[src/rtl/uart_tx_fifo.sv]
// uart_tx_fifo: byte FIFO feeding an 8N1 UART serialiser, LSB first.
// Build option: define UART_TX_PARITY_EN to insert an even-parity bit
// between the data bits and the stop bit (frame grows from 10 to 11 bits).
module uart_tx_fifo #(
  parameter int ClockFrequency = 125_000_000,
  parameter int BaudRate       = 15_625_000,
  parameter int FifoDepth      = 16
) (
  input  logic                         clk_i,
  input  logic                         rst_ni,
  input  logic                         tx_valid_i,
  input  logic [7:0]                   tx_data_i,
  output logic                         tx_ready_o,
  output logic                         tx_o,
  output logic [$clog2(FifoDepth):0]   fifo_level_o,
  output logic                         tx_idle_o
);

  localparam int ClksPerBit = ClockFrequency / BaudRate;
  localparam int CntW       = (ClksPerBit > 2) ? $clog2(ClksPerBit) : 1;
  localparam int PtrW       = $clog2(FifoDepth);
  localparam int LvlW       = PtrW + 1;

  typedef enum logic [2:0] {
    IDLE,
    START,
    DATA,
`ifdef UART_TX_PARITY_EN
    PARITY,
`endif
    STOP
  } state_e;

  state_e            state_q, state_d;
  logic [CntW-1:0]   baud_q, baud_d;
  logic [2:0]        bit_idx_q, bit_idx_d;
  logic [7:0]        shift_q, shift_d;
  logic [PtrW-1:0]   wr_ptr_q, rd_ptr_q;
  logic [LvlW-1:0]   level_q, level_d;
  logic              idle_q;
  logic [7:0]        mem_q [FifoDepth];
  logic              push, pop, bit_done;
  logic [7:0]        head_byte;
`ifdef UART_TX_PARITY_EN
  logic              parity_q, parity_d;
`endif

  // Ready depends only on the registered level, so a full FIFO never passes
  // a byte straight through in the same cycle as a pop.
  assign tx_ready_o   = (level_q != LvlW'(FifoDepth));
  assign push         = tx_valid_i && tx_ready_o;
  assign head_byte    = mem_q[rd_ptr_q];
  assign bit_done     = (baud_q == CntW'(ClksPerBit - 1));
  assign fifo_level_o = level_q;
  assign tx_idle_o    = idle_q;

  // FIFO storage: written on an accepted push, no reset needed.
  always_ff @(posedge clk_i) begin
    if (push) mem_q[wr_ptr_q] <= tx_data_i;
  end

  // Next-state logic for the serialiser; pops happen from IDLE or from the
  // last STOP cycle so consecutive frames abut without an idle gap.
  always_comb begin
    state_d   = state_q;
    baud_d    = baud_q;
    bit_idx_d = bit_idx_q;
    shift_d   = shift_q;
    pop       = 1'b0;
`ifdef UART_TX_PARITY_EN
    parity_d  = parity_q;
`endif
    if (state_q != IDLE) baud_d = bit_done ? '0 : baud_q + 1'b1;
    case (state_q)
      IDLE: begin
        if (level_q != '0) pop = 1'b1;
      end
      START: begin
        if (bit_done) state_d = DATA;
      end
      DATA: begin
        if (bit_done) begin
          shift_d   = {1'b0, shift_q[7:1]};
          bit_idx_d = bit_idx_q + 3'd1;
          if (bit_idx_q == 3'd7) begin
`ifdef UART_TX_PARITY_EN
            state_d = PARITY;
`else
            state_d = STOP;
`endif
          end
        end
      end
`ifdef UART_TX_PARITY_EN
      PARITY: begin
        if (bit_done) state_d = STOP;
      end
`endif
      STOP: begin
        if (bit_done) begin
          if (level_q != '0) pop = 1'b1;
          else               state_d = IDLE;
        end
      end
      default: state_d = IDLE;
    endcase
    if (pop) begin
      state_d   = START;
      baud_d    = '0;
      bit_idx_d = '0;
      shift_d   = head_byte;
`ifdef UART_TX_PARITY_EN
      parity_d  = ^head_byte;
`endif
    end
  end

  // Level tracks push/pop; simultaneous push and pop leave it unchanged.
  always_comb begin
    level_d = level_q;
    if (push && !pop)      level_d = level_q + 1'b1;
    else if (pop && !push) level_d = level_q - 1'b1;
  end

  // Line driver straight from registered state so reset forces idle-high at once.
  always_comb begin
    tx_o = 1'b1;
    case (state_q)
      START:   tx_o = 1'b0;
      DATA:    tx_o = shift_q[0];
`ifdef UART_TX_PARITY_EN
      PARITY:  tx_o = parity_q;
`endif
      default: tx_o = 1'b1;
    endcase
  end

  // State, counters, pointers and the idle flag (computed from next-state values).
  always_ff @(posedge clk_i or negedge rst_ni) begin
    if (!rst_ni) begin
      state_q   <= IDLE;
      baud_q    <= '0;
      bit_idx_q <= '0;
      shift_q   <= '0;
      wr_ptr_q  <= '0;
      rd_ptr_q  <= '0;
      level_q   <= '0;
      idle_q    <= 1'b1;
`ifdef UART_TX_PARITY_EN
      parity_q  <= 1'b0;
`endif
    end else begin
      state_q   <= state_d;
      baud_q    <= baud_d;
      bit_idx_q <= bit_idx_d;
      shift_q   <= shift_d;
      level_q   <= level_d;
      idle_q    <= (state_d == IDLE) && (level_d == '0);
      if (push) wr_ptr_q <= wr_ptr_q + 1'b1;
      if (pop)  rd_ptr_q <= rd_ptr_q + 1'b1;
`ifdef UART_TX_PARITY_EN
      parity_q  <= parity_d;
`endif
    end
  end

  // A bit period shorter than two clocks cannot be timed by the baud counter.
  cpb_legal_a: assert property (@(posedge clk_i) ClksPerBit >= 2);

endmodule

[config.mk]
export PLATFORM = sky130hd
export DESIGN_NAME = uart_tx_fifo
export DESIGN_NICKNAME = d
export VERILOG_FILES = /design/src/rtl/uart_tx_fifo.sv
export SDC_FILE = /design/constraint.sdc
export NUM_CORES = 1
export LEC_CHECK = 0
export ABC_AREA = 1
export CORE_MARGIN = 2
export CORE_UTILIZATION = 55
export CTS_CLUSTER_DIAMETER = 40
export DETAILED_ROUTE_END_ITERATION = 6
export PLACE_DENSITY_LB_ADDON = 0.1
export REMOVE_ABC_BUFFERS = 1
export SLEW_MARGIN = 20
export SYNTH_ARGS = -nofsm -noshare
export SYNTH_HDL_FRONTEND = slang
export SYNTH_SLANG_ARGS = --single-unit
[constraint.sdc]
create_clock -name clk_i -period 2.7 [get_ports clk_i]
set_input_delay 0.81 -clock clk_i [delete_from_list [all_inputs] [get_ports clk_i]]
set_output_delay 0.81 -clock clk_i [all_outputs]
set_load 0.02 [all_outputs]
======== Yosys cells after proc, flatten, opt, wreduce, memory -nomap -nowiden ========
Memories as Yosys holds them, arrays and structs flattened.
Index checks and enable logic that the tools add are counted.
word-level totals
  output and inout bits ................... 8
  input bits .............................. 11
  logic and storage cells ................. 60
  memory bits (writable) .................. 128
  bits in registers ....................... 31
  memories kept ........................... 1
memories
  name   depth  bits a word  read ports  clocked after Yosys merged registers in  wr ports  line  source
  mem_q  16     8            1           0                                        1         41    logic [7:0] mem_q [FifoDepth];
cells by class
  equality and inequality tests ........... 6
  mux-type cells .......................... 24
  reductions and logical operators ........ 15
  add/sub/neg operators ................... 6
operators by type and width
  kind                 count
  $mux 3               12
  $mux 8               3
  $pmux 3 s4           1
  $mux 5               2
  $add 4x1->4 const B  2
  $add 3x1->3 const B  2
  $eq 3x2->1 const B   2
  $eq 3x3->1 const B   2
  $logic_not 3->1      2
  $reduce_bool 2->1    3
  $add 5x1->5 const B  1
  $logic_not 5->1      1
  $ne 5x5->1 const B   1
  $reduce_bool 5->1    1
  $sub 5x1->5 const B  1
  $logic_and 1x1->1    4
  $mux 1               4
  $pmux 1 s2           2
  $eq 3x1->1 const B   1
  $reduce_bool 3->1    1
  $logic_not 1->1      2
  $reduce_and 2->1     1

======== Depth between registers and ports, before layout ========
  word-level depth ........................ 9
  depth in mapped cells ................... 13
  mapped depth without buffers ............ 12

======== Worst setup path before layout ========
No wires, ideal clock.
  path kind ............................... flip-flop to flip-flop
  from .................................... reg level_q[0], in the netlist fifo_level_o[0]
  to ...................................... mem mem_q[11][0], enable pin
  path slack .............................. 0.531 ns
  arrival time ............................ 1.799 ns
  setup time .............................. 0.370 ns
  required time ........................... 2.330 ns
  path buffers ............................ 1
  stages on the path, launching flop included .. 9
  period minus slack after synthesis ...... 2.169 ns
  cells stage by stage .................... dfrtp_1 -> inv_1 -> ha_1 -> nand3_4 -> nand2_4 -> inv_2 -> buf_6 -> nand2_1 -> nor2_1
on the way
  longest elaborated chain between the ends .. 4
RTL lines
  item                          line  source
  from (decl)                   39    logic [LvlW-1:0] level_q, level_d;
  from (signal assigned)        157   level_q <= level_d;
  $ne 5x5->1                    50    assign tx_ready_o = (level_q != LvlW'(FifoDepth));
  net tx_ready_o                13    output logic tx_ready_o,
  $logic_and 1x1->1             51    assign push = tx_valid_i && tx_ready_o;
  $mux 1                        59    if (push) mem_q[wr_ptr_q] <= tx_data_i;
  $mux 1 (implied by the code)  59
  to (decl)                     41
The timed path passes the listed nets, and every way through them passes these cells.

======== Worst setup path in the final report ========
  from .................................... reg state_q[2]
  to ...................................... out tx_o
on the way
  longest elaborated chain between the ends .. 2
  elaborated cells between the ends (all ways) .. 3
  those cells by class .................... 2 x eq/ne; 1 x mux
RTL lines
  item                                             line  source
  from (decl)                                      34    state_e state_q, state_d;
  from (signal assigned)                           153   state_q <= state_d;
  $eq 3x2->1 / $eq 3x1->1 (equally long branches)  128   case (state_q)
  $pmux 1 s2 (*)                                   128
  to (decl)                                        14    output logic tx_o,
Every way passes the cells marked *; elsewhere a longest branch is shown, timed or not.

==> results.py <==
metrics = {
    "synthesis": {
        "synth_area_mm2": 0.00679,
        "synth-edff-count": 128,
        "yosys-top-cells-count": "edfxtp_1 (128), nor2_1 (108), o21ai_0 (74)",
        "ys_seq_area_frac": 0.681,
        "synthFlopType": "edfxtp_1",
        "synth.top_cell.area_share": 0.566,
        "synth.distinct_cells": 32,
        "yosysMostFrequentCell": "edfxtp_1",
        "yosys_warnings": 0,
        "postSynthAreaPerCell_um2": 11.4,
        "synth_top_area_cell": "edfxtp_1",
        "ys_ff_latch": 159,
        "synth-async-reset-ratio": 0.195,
        "synth_area_leaders": "edfxtp_1 (57%), dfrtp_1 (11%), nor2_1 (6.0%)",
        "syn_inst": 594,
    },
    "global_route": {
        "grt_max_degree": 67,
        "grt.overflow.total": 0,
        "grt_pass1_vias": 4499,
        "antenna_found_initial": 0,
        "track_usage": 0.246,
        "grt_pass1_wl_mm": 23.7,
    },
    "sta": {
        "tightestPinTransition_ps": 746,
        "skew_ps": 7.14,
        "setup_slack_ps": 125,
        "slew_violations": 0,
        "tns_ps": 0,
        "rsz0062_at_grt": "no",
        "whs_ps": 482,
        "relSlewSlack": 0.501,
        "fmax_ghz": 0.388,
        "hold_viol_final": 0,
        "period_share": 0.954,
        "setup_viol": 0,
        "fin_crit_ps": 2570,
    },
    "die": {
        "initial_core_util": 0.565,
        "die_y_um": 115,
        "placeableCoreArea_mm2": 0.0120,
        "rows": 40,
        "die-area_mm2": 0.0132,
        "dieWidth_um": 115,
        "pin_count": 19,
    },
    "placed_design": {
        "portBuffers": 18,
        "dp.cells": 758,
        "place.gp.congestion": 0.886,
        "pre_cts_slack_ps": 246,
        "hpwlAfterDp_mm": 9.74,
    },
    "detailed_routing": {
        "num_vias": 4557,
        "dr.pass1.iters": 5,
        "ant_nets": 0,
        "wl_mm": 15.0,
        "vias_per_cell": 5.77,
        "drt_iter0_drc": 416,
        "drc": 0,
        "wire_per_inst_um": 18.9,
    },
    "cts": {
        "cts-resized-gates": 1,
        "root_buffer": "clkbuf_16",
        "numCtsBuffers": 17,
        "hold_buffers": 0,
        "cts.sinks": 159,
        "clk_pin_slew_ps": 60,
        "clk_path_buf_depth": 2,
        "clock_latency_ps": 430,
        "cts_tree": "built",
        "htreeDepth": 4,
        "post_cts_buffers": 0,
    },
    "worst_setup_path": {
        "endpoint_kind": "primary output",
        "arrival_ps": 1760,
        "critPathKind": "flop to primary output",
        "reg2reg_depth": 9,
        "cp_max_fo": 4,
        "start_kind": "flop",
        "crit_required_ps": 1890,
    },
    "hold_path": {
        "min_delay_path_depth": 1,
        "hold_class": "flop to flop",
    },
    "final_layout": {
        "nets": 653,
        "synthToLayoutAreaGrowth_pct": 15.3,
        "layout-drive-gt1-share": 0.117,
        "final_cells": 790,
        "diodes": 0,
    },
    "pwr": {
        "p_total_w": 0.00840,
        "p_per_area_mw_per_mm2": 1070,
        "leakage_nw": 2.91,
        "peakVddDrop_mv": 0.579,
    },
    "status": {
        "outcome": "finished clean",
    },
    "run": {
        "maxCapViolations": 0,
    },
}
[layout by cell type, fill, tap and decap left out, types with 3 or more instances in the layout]
cell and instances:
clkbuf_16 17, nand2_2 3, clkdlybuf4s50_1 17, o21ai_0 74, nand4_1 7, buf_4 25, a21oi_1 7, o211ai_1 25
clkinv_4 5, edfxtp_1 128, a22oi_1 3, nor2_1 108, nand3_2 3, nand3_1 45, inv_2 4, xor2_1 9
dfrtp_1 29, clkinv_2 3, inv_1 31, o221ai_1 3, nand2_1 62, ha_1 12
[kinds of logic (layout without fill, tap and decap cells)]
group,after synthesis,count (layout),synth area share
AOI/OAI and AO/OA,115,115,0.0969
other,1,1,0.000552
and+or+nand+nor,235,235,0.150
adders and majority gates,12,12,0.0221
DFF,159,159,0.681
xor gates and xnor gates,9,9,0.0116
buffers and inverters,63,112,0.0381
[layout make-up]
class                           count  area [µm²]
Inverter                           36         135
Tap cell                          147         184
Multi-Input combinational cell    372        1910
Clock buffer                       17         425
Timing Repair Buffer               44         387
Sequential cell                   159        4620
Clock inverter                     15         163
Fill cell                         922        4190
[critical path, cell delays in order (launching register included)]
cell	delay [ps]
dfrtp_1	370
inv_1	100
nand3_1	150
nor2_1	130
nor2_1	50
clkdlybuf4s50_1	530
[per-layer routing]
layer	track usage	up-vias	wire length [µm]
li1	-	2166	-
met1	0.330	2235	6570
met2	0.398	135	7370
met3	0.0569	21	745
met4	0.0892	0	287
met5	0	-	0
[where the power goes]
| part | switching, W | internal (W) |
|---|---|---|
| registers | 0.000271 | 0.00304 |
| clock network | 0.000987 | 0.00137 |
| logic | 0.00185 | 0.000877 |
| total | 0.00311 | 0.00529 |
[final timing paths]
kind	from	end	slack, ps
worst max-delay path	state_q[2]$_DFF_PN0_	tx_o	130
worst min-delay path	baud_q[0]$_DFFE_PN0P_	baud_q[0]$_DFFE_PN0P_	480
worst max register to register	baud_q[0]$_DFFE_PN0P_	bit_idx_q[0]$_DFFE_PN0P_	490
worst min register to register	baud_q[0]$_DFFE_PN0P_	baud_q[0]$_DFFE_PN0P_	480
max in group asynchronous	rst_ni	tx_idle_o$_DFF_PN1_	1570
min in group asynchronous	rst_ni	baud_q[2]$_DFFE_PN0P_	790
[registers in the layout (all words and copies together), names as in the netlist]
name / cells
baud_q: 3
bit_idx_q: 3
fifo_level_o: 5
mem_q: 128
rd_ptr_q: 4
shift_q: 8
state_q: 3
tx_idle_o: 1
wr_ptr_q: 4
[per-stage QoR]
step	area, µm²	utilization
finish	7830	0.651
global route	7830	0.651
CTS	7830	0.651
detailed placement	7240	0.603
global placement	7240	0.603
floorplan	6670	-
Note: power is estimated with default switching activity, not from simulation.
